## src/rtl/pfcoreif_pkg.sv

```systemverilog
// Shared payload types, default queue depths and helpers for the core <-> prefetch-monitor bridge.
package pfcoreif_pkg;

    localparam int DEC_DEPTH_D  = 4;
    localparam int RET_DEPTH_D  = 8;
    localparam int PRED_DEPTH_D = 2;
    localparam int CNT_W        = 16;

    typedef struct packed {
        logic [31:0] pc;
        logic [3:0]  tag;
    } I_core_pfdecode_type;

    typedef struct packed {
        logic [31:0] pc;
        logic [3:0]  tag;
    } I_core_pfretire_type;

    typedef struct packed {
        logic [31:0] addr;
        logic [1:0]  conf;
    } I_pftocore_pred_type;

    function automatic logic [CNT_W-1:0] sat_inc(input logic [CNT_W-1:0] v);
        return (v == {CNT_W{1'b1}}) ? v : v + 1'b1;
    endfunction

endpackage

```

## src/rtl/pfcoreif_if.sv

```systemverilog
// Valid/retry channels between core, bridge and prefetch monitor; slave is the bridge side.
interface pfcoreif_if;
    import pfcoreif_pkg::*;

    logic                coredec_valid;
    I_core_pfdecode_type coredec;
    logic                coreret_valid;
    I_core_pfretire_type coreret;

    I_core_pfdecode_type pfdecode;
    logic                pfdecode_valid;
    logic                pfdecode_retry;
    I_core_pfretire_type pfretire;
    logic                pfretire_valid;
    logic                pfretire_retry;

    I_pftocore_pred_type pfpred;
    logic                pfpred_valid;
    logic                pfpred_retry;
    I_pftocore_pred_type corepred;
    logic                corepred_valid;
    logic                corepred_retry;

    modport slave (
        input  coredec_valid, coredec, coreret_valid, coreret,
        output pfdecode, pfdecode_valid, input pfdecode_retry,
        output pfretire, pfretire_valid, input pfretire_retry,
        input  pfpred, pfpred_valid, output pfpred_retry,
        output corepred, corepred_valid, input corepred_retry
    );

    modport master (
        output coredec_valid, coredec, coreret_valid, coreret,
        input  pfdecode, pfdecode_valid, output pfdecode_retry,
        input  pfretire, pfretire_valid, output pfretire_retry,
        output pfpred, pfpred_valid, input pfpred_retry,
        input  corepred, corepred_valid, output corepred_retry
    );

endinterface

```

## src/rtl/pfcoreif_fifo.sv

```systemverilog
// Order-preserving FIFO with wrap-bit pointers; caller guarantees no push when full without a pop.
module pfcoreif_fifo #(
    parameter int  DEPTH = 4,
    parameter type T     = logic
) (
    input  logic clk,
    input  logic reset,
    input  logic i_push,
    input  T     i_data,
    input  logic i_pop,
    output T     o_data,
    output logic o_full,
    output logic o_empty
);

    localparam int AW = $clog2(DEPTH);

    logic [AW:0] r_wptr;
    logic [AW:0] r_rptr;
    T            r_mem [DEPTH];

    always_ff @(posedge clk) begin
        if (reset) begin
            r_wptr <= '0;
            r_rptr <= '0;
        end else begin
            if (i_push) r_wptr <= r_wptr + 1'b1;
            if (i_pop)  r_rptr <= r_rptr + 1'b1;
        end
    end

    // Payload storage is left unreset; the pointers alone define what is valid.
    always_ff @(posedge clk) begin
        if (i_push) r_mem[r_wptr[AW-1:0]] <= i_data;
    end

    assign o_data  = r_mem[r_rptr[AW-1:0]];
    assign o_empty = (r_wptr == r_rptr);
    assign o_full  = (r_wptr[AW-1:0] == r_rptr[AW-1:0]) && (r_wptr[AW] != r_rptr[AW]);

endmodule

```

## src/rtl/pfcoreif.sv

```systemverilog
// Bridge queuing core decode/retire events to the prefetch monitor and predictions back to the core.
module pfcoreif
    import pfcoreif_pkg::*;
#(
    parameter int DEC_DEPTH  = DEC_DEPTH_D,
    parameter int RET_DEPTH  = RET_DEPTH_D,
    parameter int PRED_DEPTH = PRED_DEPTH_D
) (
    input  logic             clk,
    input  logic             reset,
    input  logic             i_pf_enable,
    pfcoreif_if.slave        io_pf,
    output logic [CNT_W-1:0] o_dec_drop_cnt,
    output logic [CNT_W-1:0] o_ret_drop_cnt
);

    logic w_dec_full, w_dec_empty, w_dec_push, w_dec_pop, w_dec_drop;
    logic w_ret_full, w_ret_empty, w_ret_push, w_ret_pop, w_ret_drop;
    logic w_pred_full, w_pred_empty, w_pred_push, w_pred_pop;

    logic [CNT_W-1:0] r_dec_drop_cnt;
    logic [CNT_W-1:0] r_ret_drop_cnt;

    // Valids are masked during reset so nothing transfers before the pointers clear.
    assign io_pf.pfdecode_valid = ~w_dec_empty & ~reset;
    assign io_pf.pfretire_valid = ~w_ret_empty & ~reset;
    assign io_pf.corepred_valid = ~w_pred_empty & ~reset;

    assign w_dec_pop  = io_pf.pfdecode_valid & ~io_pf.pfdecode_retry;
    assign w_ret_pop  = io_pf.pfretire_valid & ~io_pf.pfretire_retry;
    assign w_pred_pop = io_pf.corepred_valid & ~io_pf.corepred_retry;

    assign w_dec_push = i_pf_enable & io_pf.coredec_valid & (~w_dec_full | w_dec_pop);
    assign w_dec_drop = i_pf_enable & io_pf.coredec_valid & w_dec_full & ~w_dec_pop;
    assign w_ret_push = i_pf_enable & io_pf.coreret_valid & (~w_ret_full | w_ret_pop);
    assign w_ret_drop = i_pf_enable & io_pf.coreret_valid & w_ret_full & ~w_ret_pop;

    // While disabled, predictions are accepted and thrown away rather than back-pressured.
    assign io_pf.pfpred_retry = i_pf_enable & w_pred_full & ~w_pred_pop & ~reset;
    assign w_pred_push        = i_pf_enable & io_pf.pfpred_valid & ~io_pf.pfpred_retry & ~reset;

    always_ff @(posedge clk) begin
        if (reset) begin
            r_dec_drop_cnt <= '0;
            r_ret_drop_cnt <= '0;
        end else begin
            if (w_dec_drop) r_dec_drop_cnt <= sat_inc(r_dec_drop_cnt);
            if (w_ret_drop) r_ret_drop_cnt <= sat_inc(r_ret_drop_cnt);
        end
    end

    assign o_dec_drop_cnt = r_dec_drop_cnt;
    assign o_ret_drop_cnt = r_ret_drop_cnt;

    pfcoreif_fifo #(.DEPTH(DEC_DEPTH), .T(I_core_pfdecode_type)) u_dec_fifo (
        .clk     (clk),
        .reset   (reset),
        .i_push  (w_dec_push),
        .i_data  (io_pf.coredec),
        .i_pop   (w_dec_pop),
        .o_data  (io_pf.pfdecode),
        .o_full  (w_dec_full),
        .o_empty (w_dec_empty)
    );

    pfcoreif_fifo #(.DEPTH(RET_DEPTH), .T(I_core_pfretire_type)) u_ret_fifo (
        .clk     (clk),
        .reset   (reset),
        .i_push  (w_ret_push),
        .i_data  (io_pf.coreret),
        .i_pop   (w_ret_pop),
        .o_data  (io_pf.pfretire),
        .o_full  (w_ret_full),
        .o_empty (w_ret_empty)
    );

    pfcoreif_fifo #(.DEPTH(PRED_DEPTH), .T(I_pftocore_pred_type)) u_pred_fifo (
        .clk     (clk),
        .reset   (reset),
        .i_push  (w_pred_push),
        .i_data  (io_pf.pfpred),
        .i_pop   (w_pred_pop),
        .o_data  (io_pf.corepred),
        .o_full  (w_pred_full),
        .o_empty (w_pred_empty)
    );

endmodule

```

## src/flat_wrapper.sv

```systemverilog
// flat-port wrapper written by rule: the top's interface ports become plain ports
module pfcoreif_flat import pfcoreif_pkg::*;
#(
    parameter int DEC_DEPTH  = DEC_DEPTH_D,
    parameter int RET_DEPTH  = RET_DEPTH_D,
    parameter int PRED_DEPTH = PRED_DEPTH_D
)
  (clk, reset, i_pf_enable, o_dec_drop_cnt, o_ret_drop_cnt, io_pf_coredec_valid, io_pf_coredec, io_pf_coreret_valid, io_pf_coreret, io_pf_pfdecode, io_pf_pfdecode_valid, io_pf_pfdecode_retry, io_pf_pfretire, io_pf_pfretire_valid, io_pf_pfretire_retry, io_pf_pfpred, io_pf_pfpred_valid, io_pf_pfpred_retry, io_pf_corepred, io_pf_corepred_valid, io_pf_corepred_retry);
  pfcoreif_if io_pf_i ();
  input  logic clk;
  input  logic reset;
  input  logic i_pf_enable;
  output logic [CNT_W-1:0] o_dec_drop_cnt;
  output logic [CNT_W-1:0] o_ret_drop_cnt;
  input wire logic [$bits(io_pf_i.coredec_valid)-1:0] io_pf_coredec_valid;
  input wire logic [$bits(io_pf_i.coredec)-1:0] io_pf_coredec;
  input wire logic [$bits(io_pf_i.coreret_valid)-1:0] io_pf_coreret_valid;
  input wire logic [$bits(io_pf_i.coreret)-1:0] io_pf_coreret;
  output wire logic [$bits(io_pf_i.pfdecode)-1:0] io_pf_pfdecode;
  output wire logic [$bits(io_pf_i.pfdecode_valid)-1:0] io_pf_pfdecode_valid;
  input wire logic [$bits(io_pf_i.pfdecode_retry)-1:0] io_pf_pfdecode_retry;
  output wire logic [$bits(io_pf_i.pfretire)-1:0] io_pf_pfretire;
  output wire logic [$bits(io_pf_i.pfretire_valid)-1:0] io_pf_pfretire_valid;
  input wire logic [$bits(io_pf_i.pfretire_retry)-1:0] io_pf_pfretire_retry;
  input wire logic [$bits(io_pf_i.pfpred)-1:0] io_pf_pfpred;
  input wire logic [$bits(io_pf_i.pfpred_valid)-1:0] io_pf_pfpred_valid;
  output wire logic [$bits(io_pf_i.pfpred_retry)-1:0] io_pf_pfpred_retry;
  output wire logic [$bits(io_pf_i.corepred)-1:0] io_pf_corepred;
  output wire logic [$bits(io_pf_i.corepred_valid)-1:0] io_pf_corepred_valid;
  input wire logic [$bits(io_pf_i.corepred_retry)-1:0] io_pf_corepred_retry;
  assign io_pf_i.coredec_valid = io_pf_coredec_valid;
  assign io_pf_i.coredec = io_pf_coredec;
  assign io_pf_i.coreret_valid = io_pf_coreret_valid;
  assign io_pf_i.coreret = io_pf_coreret;
  assign io_pf_pfdecode = io_pf_i.pfdecode;
  assign io_pf_pfdecode_valid = io_pf_i.pfdecode_valid;
  assign io_pf_i.pfdecode_retry = io_pf_pfdecode_retry;
  assign io_pf_pfretire = io_pf_i.pfretire;
  assign io_pf_pfretire_valid = io_pf_i.pfretire_valid;
  assign io_pf_i.pfretire_retry = io_pf_pfretire_retry;
  assign io_pf_i.pfpred = io_pf_pfpred;
  assign io_pf_i.pfpred_valid = io_pf_pfpred_valid;
  assign io_pf_pfpred_retry = io_pf_i.pfpred_retry;
  assign io_pf_corepred = io_pf_i.corepred;
  assign io_pf_corepred_valid = io_pf_i.corepred_valid;
  assign io_pf_i.corepred_retry = io_pf_corepred_retry;
  pfcoreif #(.DEC_DEPTH(DEC_DEPTH), .RET_DEPTH(RET_DEPTH), .PRED_DEPTH(PRED_DEPTH)) u_core (.clk(clk), .reset(reset), .i_pf_enable(i_pf_enable), .io_pf(io_pf_i), .o_dec_drop_cnt(o_dec_drop_cnt), .o_ret_drop_cnt(o_ret_drop_cnt));
endmodule
```

## config.mk

```make
export PLATFORM = sky130hd
export DESIGN_NAME = pfcoreif_flat
export DESIGN_NICKNAME = d
export VERILOG_FILES = /design/src/rtl/pfcoreif_pkg.sv /design/src/rtl/pfcoreif_if.sv /design/src/rtl/pfcoreif_fifo.sv /design/src/rtl/pfcoreif.sv /design/src/flat_wrapper.sv
export SDC_FILE = /design/constraint.sdc
export NUM_CORES = 1
export LEC_CHECK = 0
export CAP_MARGIN = 30
export CORE_UTILIZATION = 50
export DETAILED_ROUTE_END_ITERATION = 6
export GPL_TIMING_DRIVEN = 0
export PLACE_DENSITY = 0.75
export REMOVE_ABC_BUFFERS = 1
export SLEW_MARGIN = 20
export SYNTH_ARGS = -nofsm -noshare
export SYNTH_HDL_FRONTEND = slang
export SYNTH_SLANG_ARGS = --single-unit
```

## constraint.sdc

```tcl
create_clock -name clk -period 6.5 [get_ports clk]
set_input_delay 1.3 -clock clk [delete_from_list [all_inputs] [get_ports clk]]
set_output_delay 1.3 -clock clk [all_outputs]
set_load 0.01 [all_outputs]
```

==> impl_summary.log <==
INFO  metric clockRootBuffer = sky130_fd_sc_hd__clkbuf_16
INFO  metric synthDominantAreaCellType = sky130_fd_sc_hd__edfxtp_1
INFO  metric grt_util_met3 = 4.48%
INFO  metric tritoncts = yes
INFO  metric area_growth_synth_to_finish = 25.6%
INFO  metric globalRouteMet1Util = about a quarter
INFO  metric synth_top_flop_cell = sky130_fd_sc_hd__edfxtp_1
INFO  metric dp_hpwl = 27.7 mm
INFO  metric ys.warnings.count = 0
INFO  metric multi_input_area = around 4900 sq um
INFO  metric synth.cells.most_frequent = sky130_fd_sc_hd__edfxtp_1 (500), sky130_fd_sc_hd__mux4_2 (108), sky130_fd_sc_hd__mux2_2 (72)
INFO  metric drive_gt1_share = 24.1%
INFO  metric floorplan.die_area = between 40000 and 50000 sq um
INFO  metric synth-edff-count = 500
INFO  metric fp-row-count = 74
INFO  metric critPathKind = in2out
INFO  metric dp_slack = ~2.2 ns
INFO  metric netlist_instances = 1034
INFO  metric cts-hold-fix-buffers = 0
INFO  metric critPathMaxFanout = 6
INFO  metric grt-busiest-layer = met2
INFO  metric clkTransAtPathRegs = 0.06 ns
INFO  metric num_vias = 10727
INFO  metric final_cell_count_no_fill = just under 2000
INFO  metric routed_wirelength = roughly 42 mm
INFO  metric portion_of_synthesized_cell_area_occupied_by_the_leading_cell_type = 71.0%
INFO  metric syn_area_per_cell = 20.4 sq um
INFO  metric vdd_drop_max = roughly 0.21 mV
INFO  metric syn-cell-area = around 21000 sq um
INFO  metric grt_setup_unrepaired = no
INFO  metric finalMaxSlewViolations = 0
INFO  metric grt_start_max_net_pins = 45
INFO  metric result_of_the_run = finished clean
INFO  metric class_of_the_most_critical_hold_timing_path = reg2reg
INFO  metric post_cts_resize_count = 0
INFO  metric global_route.overflow_total = 0
INFO  metric finalWorstSetupSlack = between 2 and 2.5 ns
INFO  metric ys_top_cells_by_area = sky130_fd_sc_hd__edfxtp_1 (71%), sky130_fd_sc_hd__mux4_2 (12%), sky130_fd_sc_hd__dfxtp_1 (5.3%)
INFO  metric dpl.cell_count = between 1500 and 2000
INFO  metric critical_path.startpoint_type = input pin
INFO  metric floorplan.initialDensity = between 50 and 60%
INFO  metric antenna_found_initial = 2
INFO  metric place.port_buffers = approximately 260
INFO  metric worst-slew-pin-transition = a little over 0.9 ns
INFO  metric max_freq = between 0.2 and 0.25 GHz
INFO  metric coreArea = ~41000 sq um
INFO  metric synth.ff_latch_count = about 560
INFO  metric finalWeightedCongestion = 0.766
INFO  metric critPathRequiredTime = about 5.2 ns
INFO  metric drt_drc_violations_left = 0
INFO  metric worst_rel_slew_slack = 38.8%
INFO  metric clock_latency_on_the_worst_skew_pair = 0.58 ns
INFO  metric avgRoutedWirePerCell = between 20 and 25 microns
INFO  metric crit_path_end_kind = output port
INFO  metric timing.final.hold_violations = 0
INFO  metric final.fill_count = 2832
INFO  metric gr-usage-all-layers = 19.7%
INFO  metric ant_nets = 0
INFO  metric hold-worst-slack = ~0.51 ns
INFO  metric dr.pass1.iters = 5
INFO  metric via_count_of_the_first_global_routing_pass = between 10000 and 15000
INFO  metric cts_max_level = 2
INFO  metric synth_async_sr_flop_share = 0%
INFO  metric route.detailed.vias_per_inst = between 5 and 6
INFO  metric cts_inserted_buffers = 54
INFO  metric synth_unique_cells = between 40 and 50
INFO  metric synth_seq_area_share = 76.3%
INFO  metric die_x = around 210 microns
INFO  metric clkSinkCount = roughly 560
INFO  metric synth_most_common_cell = sky130_fd_sc_hd__edfxtp_1
INFO  metric power-per-cell-area = 290 nW/um^2
INFO  metric floorplan.io_pins = 257
INFO  metric grt_pass1_wl = 64.8 mm
INFO  metric floorplan.die.height = ~210 microns
INFO  metric p_leak = 8.44 nW
INFO  metric ff_latch_area = 16200 sq um
INFO  metric postCtsSetupRepairBufs = 0
INFO  metric max_cap_violations = 0
INFO  metric layout_worst_path_cycle_share = 64.2%
INFO  metric cts-root-to-sink-buffers = 3
INFO  metric min_period = 4.17 ns
INFO  metric globalRouteMet2Util = between 30% and 40%
INFO  metric finalClockSkew = between 0.015 and 0.02 ns
INFO  metric worst_ep_arrival_time = about 2.9 ns
INFO  metric setup-violations-final = 0
INFO  metric number_of_drc_markers_after_the_initial_detailed_route_iteration = roughly 630
INFO  metric utilization = 64.3%
INFO  metric fin_nets = 1490
==> worst paths after layout <==
check | slack [ns] | depth (start not counted) | endpoint | start
worst max register to register | 3.29 | 8 | u_core.u_ret_fifo.r_mem[6][17] | u_core.u_ret_fifo.r_wptr[0]
worst min register to register | 0.51 | 1 | u_core.u_pred_fifo.r_rptr[1] | u_core.u_pred_fifo.r_rptr[1]
worst max-delay path | 2.33 | 4 | io_pf_pfpred_retry | i_pf_enable
worst min-delay path | 0.51 | 1 | u_core.u_pred_fifo.r_rptr[1] | u_core.u_pred_fifo.r_rptr[1]
==> metal layers <==
metal  up-vias  part of all wire [%]
met5         -                 0.031
met4         2                   2.3
met3        67                   4.9
met2       248                    51
met1      5541                    42
li1       4869                     -
==> power breakdown <==
part	switching [mW]	internal [mW]
clock	1.23	1.62
sequential	0.0481	3.96
combinational	0.345	0.499
==> layout by cell type, fill, tap and decap left out, drive strengths merged, types with 3 or more instances in the layout <==
cell,netlist,final
nor2,52,52
nand2,18,18
nor4b,4,4
clkinv,0,24
edfxtp,500,500
nand3,12,12
and2,5,5
nor3,13,13
or2,3,3
clkdlybuf4s50,0,255
mux4,108,108
and3,7,7
a21oi,13,13
nor4,16,16
xor2,7,7
mux2,72,72
buf,22,66
nand4,13,13
ha,9,9
or3,3,3
mux2i,3,3
xnor2,39,39
inv,8,9
nor2b,3,3
clkbuf,23,69
and4,3,3
o21ai,4,4
dfxtp,56,56
==> flip-flops by register name (all words and copies together) (netlist names), named ones only <==
| register | count |
|---|---|
| u_core.u_pred_fifo.r_wptr | 2 |
| u_core.u_dec_fifo.r_rptr | 3 |
| u_core.u_dec_fifo.r_mem | 144 |
| u_core.o_ret_drop_cnt | 16 |
| u_core.o_dec_drop_cnt | 16 |
| u_core.u_ret_fifo.r_wptr | 4 |
| u_core.u_dec_fifo.r_wptr | 3 |
| u_core.u_ret_fifo.r_rptr | 4 |
| u_core.u_pred_fifo.r_mem | 68 |
| u_core.u_ret_fifo.r_mem | 288 |
| u_core.u_pred_fifo.r_rptr | 2 |
==> area by class of cell <==
type	instances	share of cell area [%]
multi-input cells	425	18.3
flip-flops and latches	556	60.8
well taps	532	2.51
clock inverters	27	0.650
clock buffers	69	5.38
inverters	8	0.113
diodes	1	0.00942
repair buffers	321	12.2
==> logic make-up (layout without fill, tap and decap cells) <==
group / after synthesis / count (layout) / synth area share [%]
adders and majority gates: 9 / 9 / 0.533
xor gates and xnor gates: 46 / 46 / 1.91
muxes: 183 / 183 / 15.5
and+or+nand+nor: 158 / 158 / 3.89
DFF: 556 / 556 / 76.3
buffers and inverters: 53 / 425 / 1.01
other: 0 / 1 / 0
AOI/OAI and AO/OA: 29 / 29 / 0.852
==> stage by stage <==
step	TNS (ns)	total power [mW]	area [sq um]
floorplan	0	4.52	21000
global placement	-1178.86	4.93	24200
detailed placement	0	4.94	25000
CTS	0	7.79	26600
global route	0	7.96	26600
finish	0	7.70	26600
==> worst max-delay path: stages <==
cell,delay (ns)
sky130_fd_sc_hd__clkdlybuf4s50_1,0.62
sky130_fd_sc_hd__and3b_1,0.23
sky130_fd_sc_hd__and3_1,0.15
sky130_fd_sc_hd__clkdlybuf4s50_1,0.57
Power figures use the tool's default switching activity.
